<file path="src/rtl/instruction_fetch_unit.sv">
// Instruction fetch unit: owns the PC, reads instruction memory, buffers
// fetched words in a 2-entry FIFO for decode, and provides an idle-time loader.
module instruction_fetch_unit #(
  parameter int unsigned         ADDR_W    = 64,
  parameter int unsigned         DATA_W    = 64,
  parameter int unsigned         MEM_DEPTH = 1024,
  parameter logic [ADDR_W-1:0]   RESET_PC  = '0,
  parameter int unsigned         PC_STEP   = 1
) (
  input  logic              clk,
  input  logic              rst_n,
  input  logic              start,
  input  logic              halt,
  input  logic              redirect_valid,
  input  logic [ADDR_W-1:0] redirect_pc,
  input  logic              load_valid,
  input  logic [ADDR_W-1:0] load_addr,
  input  logic [DATA_W-1:0] load_data,
  output logic              mem_enable,
  output logic              mem_read,
  output logic [ADDR_W-1:0] mem_address,
  output logic [DATA_W-1:0] mem_data_in,
  input  logic [DATA_W-1:0] mem_data_out,
  output logic              inst_valid,
  input  logic              inst_ready,
  output logic [DATA_W-1:0] inst_data,
  output logic [ADDR_W-1:0] inst_pc,
  output logic              busy,
  output logic              fault
);

  localparam logic [ADDR_W-1:0] STEP  = ADDR_W'(PC_STEP);
  localparam logic [ADDR_W-1:0] DEPTH = ADDR_W'(MEM_DEPTH);

  typedef enum logic [1:0] {
    S_IDLE,
    S_RUN,
    S_DRAIN
  } state_t;

  state_t            r_state;
  logic [ADDR_W-1:0] r_pc;
  logic              r_fault;
  logic              r_hpend;
  logic              r_fl;
  logic [ADDR_W-1:0] r_fl_pc;
  logic [ADDR_W-1:0] r_q_pc   [2];
  logic [DATA_W-1:0] r_q_data [2];
  logic              r_rd;
  logic              r_wr;
  logic [1:0]        r_cnt;

  logic              w_redir;
  logic              w_pop;
  logic              w_push;
  logic [2:0]        w_occ;
  logic              w_try;
  logic              w_oob;
  logic              w_issue;
  logic              w_load;
  logic              w_halt;

  assign w_redir = redirect_valid & (r_state != S_IDLE);
  assign w_pop   = (r_cnt != 2'd0) & inst_ready & ~w_redir;
  assign w_push  = r_fl & ~w_redir;
  // Occupancy counts the slot freed by this cycle's pop to sustain 1/cycle.
  assign w_occ   = 3'(r_cnt) + 3'(r_fl) - 3'(w_pop);
  assign w_try   = (r_state == S_RUN) & ~r_fault & ~w_redir
                 & (w_occ < 3'd2);
  assign w_oob   = r_pc >= DEPTH;
  assign w_issue = w_try & ~w_oob;
  assign w_load  = (r_state == S_IDLE) & load_valid & rst_n;
  assign w_halt  = halt | r_hpend;

  assign mem_enable  = w_issue | w_load;
  assign mem_read    = w_issue;
  assign mem_address = w_issue ? r_pc
                     : w_load  ? load_addr
                     : '0;
  assign mem_data_in = w_load ? load_data : '0;

  assign inst_valid = r_cnt != 2'd0;
  assign inst_data  = inst_valid ? r_q_data[r_rd] : '0;
  assign inst_pc    = inst_valid ? r_q_pc[r_rd] : '0;
  assign busy       = r_state != S_IDLE;
  assign fault      = r_fault;

  always_ff @(posedge clk or negedge rst_n) begin
    if (!rst_n) begin
      r_state     <= S_IDLE;
      r_pc        <= RESET_PC;
      r_fault     <= 1'b0;
      r_hpend     <= 1'b0;
      r_fl        <= 1'b0;
      r_fl_pc     <= '0;
      r_q_pc[0]   <= '0;
      r_q_pc[1]   <= '0;
      r_q_data[0] <= '0;
      r_q_data[1] <= '0;
      r_rd        <= 1'b0;
      r_wr        <= 1'b0;
      r_cnt       <= 2'd0;
    end else begin
      r_hpend <= 1'b0;
      unique case (r_state)
        S_IDLE: begin
          if (start) r_state <= S_RUN;
        end
        S_RUN: begin
          if (w_halt) begin
            if (w_redir) r_hpend <= 1'b1;
            else         r_state <= S_DRAIN;
          end
        end
        S_DRAIN: begin
          if (!r_fl && r_cnt == 2'd0) r_state <= S_IDLE;
        end
        default: r_state <= S_IDLE;
      endcase

      if (w_redir) begin
        r_pc    <= redirect_pc;
        r_fault <= 1'b0;
      end else if (w_try && w_oob) begin
        r_fault <= 1'b1;
      end else if (w_issue) begin
        r_pc <= r_pc + STEP;
      end

      r_fl <= w_issue;
      if (w_issue) r_fl_pc <= r_pc;

      if (w_redir) begin
        r_cnt <= 2'd0;
        r_rd  <= 1'b0;
        r_wr  <= 1'b0;
      end else begin
        if (w_push) begin
          r_q_pc[r_wr]   <= r_fl_pc;
          r_q_data[r_wr] <= mem_data_out;
          r_wr           <= ~r_wr;
        end
        if (w_pop) r_rd <= ~r_rd;
        r_cnt <= r_cnt + {1'b0, w_push} - {1'b0, w_pop};
      end
    end
  end

endmodule

</file>
<file path="config.mk">
export PLATFORM = sky130hd
export DESIGN_NAME = instruction_fetch_unit
export DESIGN_NICKNAME = d
export VERILOG_FILES = /design/src/rtl/instruction_fetch_unit.sv
export SDC_FILE = /design/constraint.sdc
export NUM_CORES = 1
export LEC_CHECK = 0
export ABC_CLOCK_PERIOD_IN_PS = 5150
export CAP_MARGIN = 20
export CORE_MARGIN = 2
export CORE_UTILIZATION = 39
export CTS_CLUSTER_DIAMETER = 80
export DETAILED_ROUTE_END_ITERATION = 8
export GPL_ROUTABILITY_DRIVEN = 0
export PLACE_DENSITY = 0.79
export SYNTH_ARGS = -nofsm -noshare
export SYNTH_HDL_FRONTEND = slang
export SYNTH_SLANG_ARGS = --single-unit
</file>
<file path="constraint.sdc">
create_clock -name clk -period 5.15 [get_ports clk]
set_clock_uncertainty 0.05 [all_clocks]
set_input_delay 0.7725 -clock clk [delete_from_list [all_inputs] [get_ports clk]]
set_output_delay 0.7725 -clock clk [all_outputs]
set_load 0.01 [all_outputs]
</file>
# --- Yosys cells after proc, flatten, opt, wreduce, memory -nomap -nowiden ---
# Cells that the tools add are included.
op_classes:
  n_lt_le_gt_ge: 5
  div_mod_pow: 0
  shift: 0
  eq_ne: 7
  mul: 0
  addsub: 5
  n_reduce_logical: 15
  bitwise_logic: 19
  n_mux: 33
op_table:
  columns: ["operator", "n"]
  rows:
  - ["$mux W64", 15]
  - ["$bwmux W128", 2]
  - ["$add A64 B1 Y64 const B", 1]
  - ["$demux W64 S1", 1]
  - ["$ge A64 B11 Y1 const B", 1]
  - ["$reduce_bool A2 Y1", 6]
  - ["$and A1 B1 Y1", 10]
  - ["$mux W2", 5]
  - ["$ne A2 B2 Y1 const B", 5]
  - ["$mux W1", 9]
  - ["$pmux W2 S3", 1]
  - ["$not A1 Y1", 5]
  - ["$ge A2 B2 Y1 const B", 2]
  - ["$logic_not A2 Y1", 2]
  - ["$not A1 Y2", 2]
  - ["$reduce_and A2 Y1", 2]
  - ["$reduce_and A4 Y1", 1]
  - ["$add A2 B1 Y3", 1]
  - ["$logic_and A1 B1 Y1", 3]
  - ["$lt A3 B2 Y1 const B", 1]
  - ["$sub A3 B1 Y3", 1]
  - ["$add A2 B1 Y2", 1]
  - ["$eq A2 B1 Y1 const B", 1]
  - ["$eq A2 B2 Y1 const B", 1]
  - ["4 further kinds", 5]
totals:
  regBits: 393
  wordCells: 97
  ram_bits: 0
  output_inout_bits: 261
  memories: 0
  latch_bits: 0
  rom_bits: 0

# --- Longest topological paths before layout ---
depth:
  depth_word: 11
  ltp_mapped: 14

# --- Worst setup path before layout ---
# OpenSTA, ideal clock, no wires.
synth_path:
  kind: "input-to-output"
  start: "in redirect_valid"
  end: "out mem_address[1]"
  path_slack_ps: 868
  path_buffers: 4
  required_time_ps: 4328
  path_stages: 13
  arrival_ps: 3459
  cell_sequence: "nor2b_1 > clkbuf_1 > clkbuf_1 > nor2_1 > ha_1 > nand2b_1 > fa_1 > xnor2_1 > and4b_1 > clkbuf_1 > nand2_4 > buf_2 > o21ai_0"
synth_between:
  elab_chain_len: 8
  word_cells_on_any_way: 9
  cone_classes: "add/sub: 1; order compare: 1; mux: 1; bitwise: 6"
synth_rtl:
  columns: ["element", "line_no", "text"]
  rows:
  - ["from (decl)", "14", "input logic redirect_valid,"]
  - ["$and A1 B1 Y1 *", "63", "assign w_redir = redirect_valid & (r_state != S_IDLE);"]
  - ["$not A1 Y1 (no source line) *", null, null]
  - ["$and A1 B1 Y1", "64", "assign w_pop = (r_cnt != 2'd0) & inst_ready & ~w_redir;"]
  - ["$sub A3 B1 Y3", "67", "assign w_occ = 3'(r_cnt) + 3'(r_fl) - 3'(w_pop);"]
  - ["$lt A3 B2 Y1", "69", "& (w_occ < 3'd2);"]
  - ["$and A1 B1 Y1 *", "69", null]
  - ["$and A1 B1 Y1 *", "71", "assign w_issue = w_try & ~w_oob;"]
  - ["$mux W64 *", "77", "assign mem_address = w_issue ? r_pc"]
  - ["to (decl)", "21", "output logic [ADDR_W-1:0] mem_address,"]
# Every way passes the cells marked *; elsewhere a longest branch is shown, timed or not.

# --- Final worst setup path ---
layout_path:
  start: "in redirect_valid"
  end: "out mem_read"
layout_between:
  elab_chain_len: 7
  word_cells_on_any_way: 8
  cone_classes: "add/sub: 1; order compare: 1; bitwise: 6"
layout_rtl:
  columns: ["element", "line_no", "text"]
  rows:
  - ["$and A1 B1 Y1 *", "63", null]
  - ["$not A1 Y1 (no source line) *", null, null]
  - ["$and A1 B1 Y1", "64", null]
  - ["$sub A3 B1 Y3", "67", null]
  - ["$lt A3 B2 Y1", "69", null]
  - ["$and A1 B1 Y1 *", "69", null]
  - ["$and A1 B1 Y1 *", "71", null]
  - ["to (decl)", "20", "output logic mem_read,"]
# Marked as above.

==> impl_metrics.ini <==
[clock_tree]
post-cts-setup-buffers = 0
cts_root_buffer = clkbuf_16
ctsHoldBuffers = 0
clk_path_buf_depth = 3
cts_resized = 0
clock_sinks = 393
clk_latency_ps = 550
path_clk_slew_ps = 60
htreeDepth = 2
tritoncts = built
numCtsBuffers = 42

[global_routing]
grt_max_degree = 161
use_met2_pct = 38.0
grt_usage_pct = 21.5
grt.overflow.total = 0
grt.busiest_layer = met2
grt_pass1_vias = 13900
grtUsageMet1_pct = 22.8
grt_pass1_wl_mm = 77.9
grt_antenna_before_repair = 13
grt_use_met3_pct = 5.38

[logic_synthesis]
avgSynthCellArea_um2 = 11.8
ys.flop_type = dfrtp_1
ys_top_cells_by_count = 393 x dfrtp_1, 259 x mux2_2, 173 x and2_1, 172 x nand2_1, 156 x nor2_1
yosysMostFrequentCell = dfrtp_1
synth_top_area_share_pct = 55.8
syn_nets = 1760
synth.largest_area_cell = dfrtp_1
yosys_warnings = 0
synthTopCellsByArea = dfrtp_1 56%, mux2_2 17%, mux2i_1 7.3%, and2_1 6.1%, nand2_1 3.7%
synthArstFlopShare_pct = 100
synth_cells = 1491
ys_types = 47
synth.yosys.seq_area_share_pct = 55.8
synth-seq-cells = 393
synth-edff-count = 0
syn_area_um2 = 17600

[worst_setup_path]
worst-setup-path-type = in2out
start_kind = primary input
crit_fanout = 6
worstSetupEndpointType = output pin
crit_required_ps = 4330
critPathArrivalTime_ps = 3980

[sta]
slew_headroom_pct = 31.9
fmax_ghz = 0.208
min_period_over_period_pct = 93.3
slew_viol_final = 0
worst_pin_slew_ps = 1020
rsz0062_at_grt = false
period_minus_slack_ps = 4810
fin_setup_tns_ps = 0
hold_viol = 0
setup_viol_count_final = 0

[routing]
vias_per_cell = 4.96
drc = 0
drt-pass1-iter-count = 5
wirelength_mm = 51.1
via_count = 12900
antenna_left = 0
drtIter0Drc = 610
avgRoutedWirePerCell_um = 19.6

[power]
p_leak_nw = 11.0
vdd_drop_max_mv = 0.207
powerDensity_nw_per_um2 = 295
power_mw = 7.34

[floorplanning]
dieArea_um2 = 46900
die_width_um = 217
fp.dieH_um = 217
boundaryPins = 524
core_area_um2 = 44400
initial_utilization_pct = 39.7
row_count = 77

[status]
status = finished, final reports clean

[placed_design]
io_buffer_count = 523
hpwlAfterDp_mm = 36.5

[min_path]
min_path_type = in2async

[layout]
areaGrowthSynthToFinish_pct = 41.2
drive_gt1_share_pct = 18.1
finalNetCount = 2246

[run]
maxCapViolations = 0
cells by family (layout without fill, tap and decap cells):
kind of cell | after synthesis | after routing | share of synthesized area (%)
and+or+nand+nor | 550 | 550 | 15.0
muxes | 393 | 393 | 24.3
DFF | 393 | 393 | 55.8
buffers and inverters | 104 | 617 | 2.39
AOI/OAI and AO/OA | 40 | 40 | 1.72
adders and majority gates | 6 | 6 | 0.469
xor gates and xnor gates | 5 | 5 | 0.249
other | 0 | 13 | 0
final cells by class:
| class | instances | area (µm²) |
|---|---|---|
| antenna | 13 | 32.5 |
| clock buffer | 64 | 1310 |
| clock inverter | 7 | 93.8 |
| fill | 3656 | 19500 |
| inverter | 7 | 26.3 |
| multi-input combinational | 994 | 7410 |
| sequential | 393 | 9840 |
| tap | 592 | 741 |
| timing repair buffer | 539 | 5420 |
routing by layer:
layer	part of all wire, %	up-vias	wire length (µm)
met5	0	-	0
met3	5.9	120	3020
met4	6.0	0	3060
met2	51	421	26300
met1	37	6431	18800
li1	-	5968	-
worst paths after layout:
check | cells after the start | slack, ps | startpoint | to
setup / recovery | 11 | 340 | redirect_valid | mem_read
setup reg to reg | 11 | 1590 | r_state[1]$_DFFE_PN0P_ | r_fl_pc[3]$_DFFE_PN0P_
hold / removal | 1 | 70 | rst_n | r_q_pc[76]$_DFFE_PN0P_
min in group clk | 2 | 430 | r_pc[25]$_DFFE_PN0P_ | r_pc[25]$_DFFE_PN0P_
max in group asynchronous | 3 | 3130 | rst_n | r_q_pc[56]$_DFFE_PN0P_
hold reg to reg | 2 | 430 | r_pc[25]$_DFFE_PN0P_ | r_pc[25]$_DFFE_PN0P_
power breakdown:
part | switching, mW | internal (mW)
registers | 0.154 | 3.26
logic | 0.433 | 0.449
clock network | 1.20 | 1.84
total | 1.79 | 5.56
cell usage in the layout, fill, tap and decap left out, drive strengths merged, types with 5 or more instances in the layout:
master	n
nand2	173
buf	17
nor3	5
inv	8
and2	173
mux2i	128
diode	13
clkbuf	64
o21ai	9
mux2	265
nor4	14
a22o	7
ha	5
a211oi	12
nor2	157
clkdlybuf4s50	522
nand3	7
dfrtp	393
through the flow:
stage          hold WS [ps]  cells  utilization (%)  worst slack (ps)  cell area [µm²]
4_1_cts                44.0   2596             55.9               335            24800
3_3_place_gp            411   2525             52.8               429            23400
5_1_grt                65.3   2609             56.0               148            24900
3_5_place_dp            415   2525             52.8               433            23400
6_report               65.5   2609             56.0               344            24900
2_1_floorplan           396   1491                -               868            17600
registers in the layout, indices dropped and copies added, names as in the netlist, 2 cells and up:
| name | flops |
|---|---|
| r_cnt | 2 |
| r_pc | 64 |
| r_state | 2 |
| r_fl_pc | 64 |
| r_q_data | 128 |
| r_q_pc | 128 |
worst max-delay path, stage by stage:
cell and delay (ps):
clkdlybuf4s50_1 600, nor2b_4 200, nor2_1 70, ha_1 260, nand2b_1 150, fa_1 380, xnor2_1 190, nand4b_1 180
or3_1 440, nor2_1 140, clkdlybuf4s50_1 590
Note: power is estimated with default switching activity, not from simulation.
